## src/rtl/storage_loader_if.sv

```systemverilog
// Bus bundle between storage_loader and its environment.
//   master : the transfer controller (drives both memory ports, busy/done/words_done)
//   slave  : the CPU/BIOS side plus the two memories (drives start/config and read data)
// Signals:
//   start, direction, src_base, dst_base, length : transfer request, latched on start
//   hd_read_data, mem_read_data                   : registered read outputs of the memories
//   hd_address, hd_write_enable                   : storage drive port
//   mem_address, mem_write_enable                 : main memory port
//   write_data                                    : shared write data to both memories
//   busy, done, words_done                        : transfer status
interface storage_loader_if #(
  parameter int unsigned Dw           = 32,
  parameter int unsigned HdAddrWidth  = 14,
  parameter int unsigned MemAddrWidth = 14
);
  localparam int unsigned Aw = (HdAddrWidth > MemAddrWidth) ? HdAddrWidth : MemAddrWidth;
  localparam int unsigned Lw = HdAddrWidth + 1;

  logic                    start;
  logic                    direction;
  logic [Aw-1:0]           src_base;
  logic [Aw-1:0]           dst_base;
  logic [Lw-1:0]           length;
  logic [Dw-1:0]           hd_read_data;
  logic [Dw-1:0]           mem_read_data;
  logic [HdAddrWidth-1:0]  hd_address;
  logic                    hd_write_enable;
  logic [MemAddrWidth-1:0] mem_address;
  logic                    mem_write_enable;
  logic [Dw-1:0]           write_data;
  logic                    busy;
  logic                    done;
  logic [Lw-1:0]           words_done;

  modport master (
    input  start, direction, src_base, dst_base, length, hd_read_data, mem_read_data,
    output hd_address, hd_write_enable, mem_address, mem_write_enable, write_data,
           busy, done, words_done
  );

  modport slave (
    output start, direction, src_base, dst_base, length, hd_read_data, mem_read_data,
    input  hd_address, hd_write_enable, mem_address, mem_write_enable, write_data,
           busy, done, words_done
  );
endinterface

```

## src/rtl/storage_loader.sv

```systemverilog
// Word-by-word block transfer between the storage drive and main memory.
//   direction 0 = load  (storage -> memory), 1 = store (memory -> storage).
// Each word takes three cycles: ISSUE (source address presented), CAPTURE (registered
// read data captured, destination address/strobe set up), WRITE (strobe high, write
// lands on the closing edge). All outputs are registered.
// Ports:
//   clk_i  : single clock shared with both memories
//   rst_i  : asynchronous, active-high reset
//   bus_io : storage_loader_if.master (request, both memory ports, status)
module storage_loader #(
  parameter int unsigned Dw           = 32,
  parameter int unsigned HdAddrWidth  = 14,
  parameter int unsigned MemAddrWidth = 14
) (
  input logic               clk_i,
  input logic               rst_i,
  storage_loader_if.master  bus_io
);
  localparam int unsigned Aw = (HdAddrWidth > MemAddrWidth) ? HdAddrWidth : MemAddrWidth;
  localparam int unsigned Lw = HdAddrWidth + 1;

  typedef enum logic [2:0] {StIdle, StIssue, StCapture, StWrite, StDone} state_e;

  state_e                  state_q, state_d;
  logic                    dir_q, dir_d;
  logic [Aw-1:0]           src_base_q, src_base_d;
  logic [Aw-1:0]           dst_base_q, dst_base_d;
  logic [Lw-1:0]           len_q, len_d;
  logic [Lw-1:0]           words_done_q, words_done_d;
  logic [HdAddrWidth-1:0]  hd_addr_q, hd_addr_d;
  logic [MemAddrWidth-1:0] mem_addr_q, mem_addr_d;
  logic                    hd_we_q, hd_we_d;
  logic                    mem_we_q, mem_we_d;
  logic [Dw-1:0]           wdata_q, wdata_d;
  logic                    busy_q, busy_d;
  logic                    done_q, done_d;

  logic [Lw-1:0] words_inc;
  logic          last_word;
  logic [Aw-1:0] src_next_addr;
  logic [Aw-1:0] dst_addr;

  assign words_inc     = words_done_q + Lw'(1);
  assign last_word     = (words_inc == len_q);
  // Addresses wrap naturally by truncation to each memory's width.
  assign src_next_addr = src_base_q + Aw'(words_inc);
  assign dst_addr      = dst_base_q + Aw'(words_done_q);

  // State and datapath registers
  always_ff @(posedge clk_i or posedge rst_i) begin
    if (rst_i) begin
      state_q      <= StIdle;
      dir_q        <= 1'b0;
      src_base_q   <= '0;
      dst_base_q   <= '0;
      len_q        <= '0;
      words_done_q <= '0;
      hd_addr_q    <= '0;
      mem_addr_q   <= '0;
      hd_we_q      <= 1'b0;
      mem_we_q     <= 1'b0;
      wdata_q      <= '0;
      busy_q       <= 1'b0;
      done_q       <= 1'b0;
    end else begin
      state_q      <= state_d;
      dir_q        <= dir_d;
      src_base_q   <= src_base_d;
      dst_base_q   <= dst_base_d;
      len_q        <= len_d;
      words_done_q <= words_done_d;
      hd_addr_q    <= hd_addr_d;
      mem_addr_q   <= mem_addr_d;
      hd_we_q      <= hd_we_d;
      mem_we_q     <= mem_we_d;
      wdata_q      <= wdata_d;
      busy_q       <= busy_d;
      done_q       <= done_d;
    end
  end

  // Next-state logic
  always_comb begin
    state_d = state_q;
    unique case (state_q)
      StIdle: begin
        if (bus_io.start) begin
          state_d = (bus_io.length == '0) ? StDone : StIssue;
        end
      end
      StIssue:   state_d = StCapture;
      StCapture: state_d = StWrite;
      StWrite:   state_d = last_word ? StDone : StIssue;
      StDone:    state_d = StIdle;
      default:   state_d = StIdle;
    endcase
  end

  // Next values of the registered outputs and latched request
  always_comb begin
    dir_d        = dir_q;
    src_base_d   = src_base_q;
    dst_base_d   = dst_base_q;
    len_d        = len_q;
    words_done_d = words_done_q;
    hd_addr_d    = hd_addr_q;
    mem_addr_d   = mem_addr_q;
    wdata_d      = wdata_q;
    hd_we_d      = 1'b0;
    mem_we_d     = 1'b0;
    busy_d       = busy_q;
    done_d       = 1'b0;
    unique case (state_q)
      StIdle: begin
        if (bus_io.start) begin
          dir_d        = bus_io.direction;
          src_base_d   = bus_io.src_base;
          dst_base_d   = bus_io.dst_base;
          len_d        = bus_io.length;
          words_done_d = '0;
          if (bus_io.length == '0) begin
            done_d = 1'b1;
          end else begin
            busy_d = 1'b1;
            // Present the first source address so ISSUE already has it on the port.
            if (bus_io.direction) mem_addr_d = bus_io.src_base[MemAddrWidth-1:0];
            else                  hd_addr_d  = bus_io.src_base[HdAddrWidth-1:0];
          end
        end
      end
      StIssue: ;
      StCapture: begin
        wdata_d = dir_q ? bus_io.mem_read_data : bus_io.hd_read_data;
        if (dir_q) begin
          hd_addr_d = dst_addr[HdAddrWidth-1:0];
          hd_we_d   = 1'b1;
        end else begin
          mem_addr_d = dst_addr[MemAddrWidth-1:0];
          mem_we_d   = 1'b1;
        end
      end
      StWrite: begin
        words_done_d = words_inc;
        if (last_word) begin
          busy_d = 1'b0;
          done_d = 1'b1;
        end else if (dir_q) begin
          mem_addr_d = src_next_addr[MemAddrWidth-1:0];
        end else begin
          hd_addr_d = src_next_addr[HdAddrWidth-1:0];
        end
      end
      StDone: ;
      default: ;
    endcase
  end

  assign bus_io.hd_address       = hd_addr_q;
  assign bus_io.hd_write_enable  = hd_we_q;
  assign bus_io.mem_address      = mem_addr_q;
  assign bus_io.mem_write_enable = mem_we_q;
  assign bus_io.write_data       = wdata_q;
  assign bus_io.busy             = busy_q;
  assign bus_io.done             = done_q;
  assign bus_io.words_done       = words_done_q;
endmodule

```

## src/flat_wrapper.sv

```systemverilog
// flat-port wrapper written by rule: the top's interface ports become plain ports
module storage_loader_flat 
#(
  parameter int unsigned Dw           = 32,
  parameter int unsigned HdAddrWidth  = 14,
  parameter int unsigned MemAddrWidth = 14
)
  (clk_i, rst_i, bus_io_start, bus_io_direction, bus_io_src_base, bus_io_dst_base, bus_io_length, bus_io_hd_read_data, bus_io_mem_read_data, bus_io_hd_address, bus_io_hd_write_enable, bus_io_mem_address, bus_io_mem_write_enable, bus_io_write_data, bus_io_busy, bus_io_done, bus_io_words_done);
  storage_loader_if #(.Dw(Dw), .HdAddrWidth(HdAddrWidth), .MemAddrWidth(MemAddrWidth)) bus_io_i ();
  input logic clk_i;
  input logic rst_i;
  input wire logic [$bits(bus_io_i.start)-1:0] bus_io_start;
  input wire logic [$bits(bus_io_i.direction)-1:0] bus_io_direction;
  input wire logic [$bits(bus_io_i.src_base)-1:0] bus_io_src_base;
  input wire logic [$bits(bus_io_i.dst_base)-1:0] bus_io_dst_base;
  input wire logic [$bits(bus_io_i.length)-1:0] bus_io_length;
  input wire logic [$bits(bus_io_i.hd_read_data)-1:0] bus_io_hd_read_data;
  input wire logic [$bits(bus_io_i.mem_read_data)-1:0] bus_io_mem_read_data;
  output wire logic [$bits(bus_io_i.hd_address)-1:0] bus_io_hd_address;
  output wire logic [$bits(bus_io_i.hd_write_enable)-1:0] bus_io_hd_write_enable;
  output wire logic [$bits(bus_io_i.mem_address)-1:0] bus_io_mem_address;
  output wire logic [$bits(bus_io_i.mem_write_enable)-1:0] bus_io_mem_write_enable;
  output wire logic [$bits(bus_io_i.write_data)-1:0] bus_io_write_data;
  output wire logic [$bits(bus_io_i.busy)-1:0] bus_io_busy;
  output wire logic [$bits(bus_io_i.done)-1:0] bus_io_done;
  output wire logic [$bits(bus_io_i.words_done)-1:0] bus_io_words_done;
  assign bus_io_i.start = bus_io_start;
  assign bus_io_i.direction = bus_io_direction;
  assign bus_io_i.src_base = bus_io_src_base;
  assign bus_io_i.dst_base = bus_io_dst_base;
  assign bus_io_i.length = bus_io_length;
  assign bus_io_i.hd_read_data = bus_io_hd_read_data;
  assign bus_io_i.mem_read_data = bus_io_mem_read_data;
  assign bus_io_hd_address = bus_io_i.hd_address;
  assign bus_io_hd_write_enable = bus_io_i.hd_write_enable;
  assign bus_io_mem_address = bus_io_i.mem_address;
  assign bus_io_mem_write_enable = bus_io_i.mem_write_enable;
  assign bus_io_write_data = bus_io_i.write_data;
  assign bus_io_busy = bus_io_i.busy;
  assign bus_io_done = bus_io_i.done;
  assign bus_io_words_done = bus_io_i.words_done;
  storage_loader #(.Dw(Dw), .HdAddrWidth(HdAddrWidth), .MemAddrWidth(MemAddrWidth)) u_core (.clk_i(clk_i), .rst_i(rst_i), .bus_io(bus_io_i));
endmodule
```

## config.mk

```make
export PLATFORM = sky130hd
export DESIGN_NAME = storage_loader_flat
export DESIGN_NICKNAME = d
export VERILOG_FILES = /design/src/rtl/storage_loader_if.sv /design/src/rtl/storage_loader.sv /design/src/flat_wrapper.sv
export SDC_FILE = /design/constraint.sdc
export NUM_CORES = 1
export LEC_CHECK = 0
export ABC_AREA = 1
export BUFFER_PORTS_ARGS = -buffer_cell sky130_fd_sc_hd__buf_2
export CAP_MARGIN = 40
export CORE_MARGIN = 1.5
export CORE_UTILIZATION = 46
export CTS_CLUSTER_SIZE = 8
export DETAILED_ROUTE_END_ITERATION = 16
export PLACE_DENSITY = 0.71
export SETUP_SLACK_MARGIN = 0.4
export SYNTH_ARGS = -nofsm -noshare
export SYNTH_HDL_FRONTEND = slang
export SYNTH_SLANG_ARGS = --single-unit
```

## constraint.sdc

```tcl
create_clock -name clk_i -period 5.3 [get_ports clk_i]
set_input_delay 0.795 -clock clk_i [delete_from_list [all_inputs] [get_ports clk_i]]
set_output_delay 0.795 -clock clk_i [all_outputs]
set_load 0.01 [all_outputs]
```

## Yosys cells after proc, flatten, opt, wreduce, memory -nomap -nowiden

Index checks and enable logic that the tools add are counted.

- Register bits after elaboration: 126
- Input bits: 111

- $add $sub $neg: 3
- Eq/ne operators: 14
- Multiplexer cells: 33
- Reduce and logical (&&, ||, !) cells: 9

Operators with widths:

| operator | number |
|---|---|
| $mux 14 | 12 |
| $pmux 14 s3 | 2 |
| $mux 32 | 1 |
| $pmux 15 s2 | 1 |
| $add 14x14->14 | 2 |
| $add 15x1->15 const B | 1 |
| $eq 15x15->1 | 1 |
| $logic_not 15->1 | 1 |
| $mux 15 | 1 |
| $ne 2x2->1 const B | 7 |
| $reduce_and 7->1 | 2 |
| $pmux 3 s4 | 1 |
| $mux 1 | 10 |
| $mux 3 | 3 |
| $eq 3x2->1 const B | 2 |
| $ne 2x1->1 const B | 3 |
| $pmux 1 s2 | 2 |
| $reduce_and 2->1 | 2 |
| $reduce_and 4->1 | 1 |
| $eq 3x1->1 const B | 1 |
| $logic_not 3->1 | 1 |
| $reduce_bool 3->1 | 1 |
| $reduce_bool 2->1 | 1 |

## Logic depth before layout (Yosys ltp)

- Depth in word-level cells: 5
- Gate-level depth with buffers: 20
- Mapped depth without buffers: 20

## Worst setup path after synthesis

Ideal clock, no wire load.

- Kind: register -> register
- Start point: reg u_core.words_done_q[1], in the netlist u_core.bus_io.words_done[1]
- End point: reg u_core.hd_addr_q[9], in the netlist u_core.bus_io.hd_address[9]
- Arrival time: 2353 ps
- Data required time: 5181 ps
- Setup slack: 2829 ps
- Cell stages (with the launch flop): 16
- Path buffers: 0
- Cells stage by stage: dfrtp_1 -> ha_1 -> nand2_2 -> nor2_2 -> nand3_1 -> nand2_1 -> inv_1 -> ha_1 -> nand2_1 -> nand2_1 -> o21bai_1 -> nand3b_1 -> o21ai_0 -> nand3_1 -> nand4_1 -> nand2_1

- Word-level cells in the longest chain between the ends: 5

RTL lines:

| what | line | text |
|---|---|---|
| start, declared | storage_loader.sv:29 | `logic [Lw-1:0] words_done_q, words_done_d;` |
| start signal, assigned | storage_loader.sv:71 | `words_done_q <= words_done_d;` |
| $add 15x1->15 | storage_loader.sv:43 | `assign words_inc = words_done_q + Lw'(1);` |
| $add 14x14->14 | storage_loader.sv:46 | `assign src_next_addr = src_base_q + Aw'(words_inc);` |
| $mux 14 | storage_loader.sv:147 | `end else if (dir_q) begin` |
| $mux 14 | storage_loader.sv:144 | `if (last_word) begin` |
| $pmux 14 s3 | storage_loader.sv:113 | `unique case (state_q)` |
| end signal, assigned | storage_loader.sv:72 | `hd_addr_q <= hd_addr_d;` |
| end, declared | storage_loader.sv:30 | `logic [HdAddrWidth-1:0] hd_addr_q, hd_addr_d;` |

Parallel ways exist; a longest one is shown, timed or not. The select of a mux whose other input is x is not followed.
A chain may end at the register's enable or synchronous reset.

## Worst setup path after layout

- Start point: reg u_core.state_q[1]
- End point: reg u_core.hd_addr_q[6], in the netlist u_core.bus_io.hd_address[6]

- Word-level cells in the longest chain between the ends: 3

RTL lines:

| what | line | text |
|---|---|---|
| start, declared | storage_loader.sv:24 | `state_e state_q, state_d;` |
| start signal, assigned | storage_loader.sv:52 | `state_q <= StIdle;` |
| start signal, assigned | storage_loader.sv:66 | `state_q <= state_d;` |
| $eq 3x2->1 / $logic_not 3->1 (equally long branches) | storage_loader.sv:113 |  |
| $ne 2x2->1 (no source line), or another cell as far along | -- |  |
| $reduce_and 7->1 (no source line) | -- |  |

Parallel ways exist; a longest one is shown, timed or not.

==> impl_metrics.csv <==
group,metric,value,unit
clocking,cts_resized,0,
floorplan,io_pins,190,
layout,layout_commonest_cell,"nand2_1",
detailed_routing,drcViolationCount,0,
clocking,cts_tree,"done",
run_status,status,"finished clean",
logic_synthesis,synthCells,982,
grt,grt_antenna_before_repair,0,
timing,relSlewSlack,41.8,%
worst_setup_path,r2r_cells,10,
detailed_routing,wl_per_cell,16.4,um
timing,hold_viol_final,0,
worst_setup_path,r2r_slack,2.14,ns
clocking,clk_pin_slew,0.06,ns
detailed_routing,wl,22900,um
layout,insertedDiodeCount,0,
detailed_routing,num_vias,7464,
floorplan,die_y,131,um
floorplan,initial_utilization,47.2,%
worst_setup_path,path_max_fanout,42,
place,hpwlAfterDp,17100,um
logic_synthesis,synth_seq_area_share,42.0,%
logic_synthesis,ys_warn_count,0,
floorplan,die_x,131,um
grt,grt_max_degree,65,
grt,overflow,0,
logic_synthesis,synth_edf_count,0,
grt,grt_pass1_vias,7062,
logic_synthesis,ys_types,43,
detailed_routing,drtIter0Drc,638,
clocking,ctsHoldBuffers,0,
logic_synthesis,synth_area,7500,um^2
place,portBuffers,189,
detailed_routing,drt_pass1_iterations,5,
timing,tightest_slew,0.873,ns
timing,rsz0062_at_grt,"no",
logic_synthesis,synth_fp_nets,1123,
place,gp_congestion,0.931,
worst_setup_path,reg2reg_from,"u_core.state_q[1]",
logic_synthesis,syn_avg_cell_area,7.64,um^2
floorplan,dieArea,17100,um^2
grt,grt_pass1_wl,35900,um
worst_setup_path,cp_data_arrival_time,3.47,ns
timing,period_needed,3.16,ns
worst_setup_path,crit_type,"flop to flop",
layout,final_cell_count_no_fill,1398,
floorplan,design.core.area,15900,um^2
layout,regArea,3150,um^2
layout,n_fill_cell,1548,
clocking,postCtsSetupRepairBufs,0,
layout,post-route-util,58.6,%
timing,fin_ws,2.14,ns
place,placedCellCount,1366,
power,powerDensity,661,nW/um^2
grt,grtUsageTotal,27.7,%
clocking,root_buffer,"clkbuf_16",
worst_setup_path,end_kind,"flop",
power,power.total,0.00615,W
floorplan,row_count,46,
power,peakVddDrop,0.319,mV
timing,finalSetupTns,0,ns
job,cap_violations,0,
min_path,hold_path_class,"input port to async pin",
logic_synthesis,synth.ff_latch_count,126,
clocking,cts.path.max_buffers,2,
timing,slew_violations,0,
power,p_leak,4.98,nW
place,pre_cts_ws,2.20,ns
layout,area_growth,23.9,%
worst_setup_path,worst_ep_required_time,5.61,ns
layout,fin_nets,1310,
detailed_routing,antenna_left,0,
clocking,htreeDepth,4,
layout,drive_gt1_share,24.7,%
timing,worst_clock_skew,0.00614,ns
timing,setup_viol,0,
clocking,insertion_delay,0.43,ns
logic_synthesis,async_reset_ff_share,100,%
worst_setup_path,r2r-end,"u_core.bus_io.hd_address[6]",
layout,final_cell_mix,"nand2_1 (340), buf_2 (189), dfrtp_1 (126)",
timing,fin_crit_sh,59.7,%
worst_setup_path,worst_setup_path_start_kind,"flop",
detailed_routing,post_drt_via_cell_ratio,5.34,
clocking,clock-sinks,126,
logic_synthesis,synthFlopType,"dfrtp_1",
clocking,numCtsBuffers,17,
layout,multi_input_area,3920,um^2
timing,fmax,0.316,GHz
==> worst max-delay path by stage <==
stage / end / slack (ns) / from / cells past startpoint
6_report: u_core.bus_io.hd_address[6] / 2.14 / u_core.state_q[1] / 10
4_1_cts: u_core.bus_io.hd_address[6] / 2.18 / u_core.state_q[1] / 10
2_1_floorplan: u_core.bus_io.busy / 1.15 / rst_i / 1
3_3_place_gp: u_core.bus_io.hd_address[12] / 2.20 / u_core.state_q[1] / 10
3_5_place_dp: u_core.bus_io.hd_address[6] / 2.20 / u_core.state_q[1] / 10
5_1_grt: u_core.bus_io.hd_address[6] / 1.89 / u_core.state_q[1] / 10
==> power breakdown <==
| group | switching [W] | internal, W |
|---|---|---|
| Combinational | 0.00196 | 0.00115 |
| Sequential | 0.000368 | 0.00142 |
| Clock | 0.000458 | 0.000782 |
==> state kept, by name, summed over array words and instances (netlist names) <==
signal / flops
u_core.bus_io.words_done: 15
u_core.len_q: 15
u_core.dir_q: 1
u_core.bus_io.busy: 1
u_core.bus_io.done: 1
u_core.bus_io.hd_write_enable: 1
u_core.dst_base_q: 14
u_core.bus_io.mem_address: 14
u_core.bus_io.mem_write_enable: 1
u_core.bus_io.write_data: 32
u_core.src_base_q: 14
u_core.bus_io.hd_address: 14
u_core.state_q: 3
==> per-stage QoR <==
stage	hold slack, ns	area (um^2)
2_1_floorplan	0.455	7500
3_3_place_gp	0.451	8650
3_5_place_dp	0.461	8670
4_1_cts	0.339	9300
5_1_grt	0.349	9300
6_report	0.345	9300
==> synth_stat cells, drive strengths merged, types with 3 or more instances <==
cell type    n  area [um^2]
o22ai       11         68.8
xor2         3         26.3
nand4       27          184
nor2        74          338
o21ai       33          165
nand2      346         1320
clkbuf      17         63.8
nand3      110          566
dfrtp      126         3150
nand3b       8         60.1
mux2        28          315
o21bai       3         22.5
o211ai       3         22.5
buf         11         63.8
nor4         3         18.8
a21oi       44          220
or2          4         25.0
inv         82          308
o221ai       3         26.3
ha          28          350
==> cell type report <==
type / count / share of cell area [%]
Multi-Input combinational cell: 746 / 42.2
Sequential cell: 126 / 33.9
Timing Repair Buffer: 196 / 10.9
Clock buffer: 21 / 5.06
Inverter: 82 / 3.34
Tap cell: 216 / 2.91
Clock inverter: 11 / 1.69
==> routing by layer <==
metal | track usage, % | routed length, um
met5 | 0 | 0
met4 | 12.4 | 865
met3 | 5.82 | 1490
met2 | 44.5 | 10700
met1 | 36.3 | 9820
==> cell families after synthesis <==
family	Yosys count	share of synthesized area [%]
xor gates and xnor gates	6	0.884
adders and majority gates	30	5.20
and+or+nand+nor	576	33.7
muxes	28	4.20
buffers and inverters	110	5.80
AOI/OAI and AO/OA	106	8.17
DFF	126	42.0
==> critical path, stage by stage, from the launching register on <==
cell       delay (ns)
dfrtp_1          0.41
inv_2            0.08
nor2_2           0.06
inv_2            0.23
nor2_4           0.11
inv_2            0.59
nor2_2           0.12
a2111oi_4        0.79
nand3_2          0.43
nand2_1          0.18
nand2_1          0.06
(Power assumes the default switching activity.)
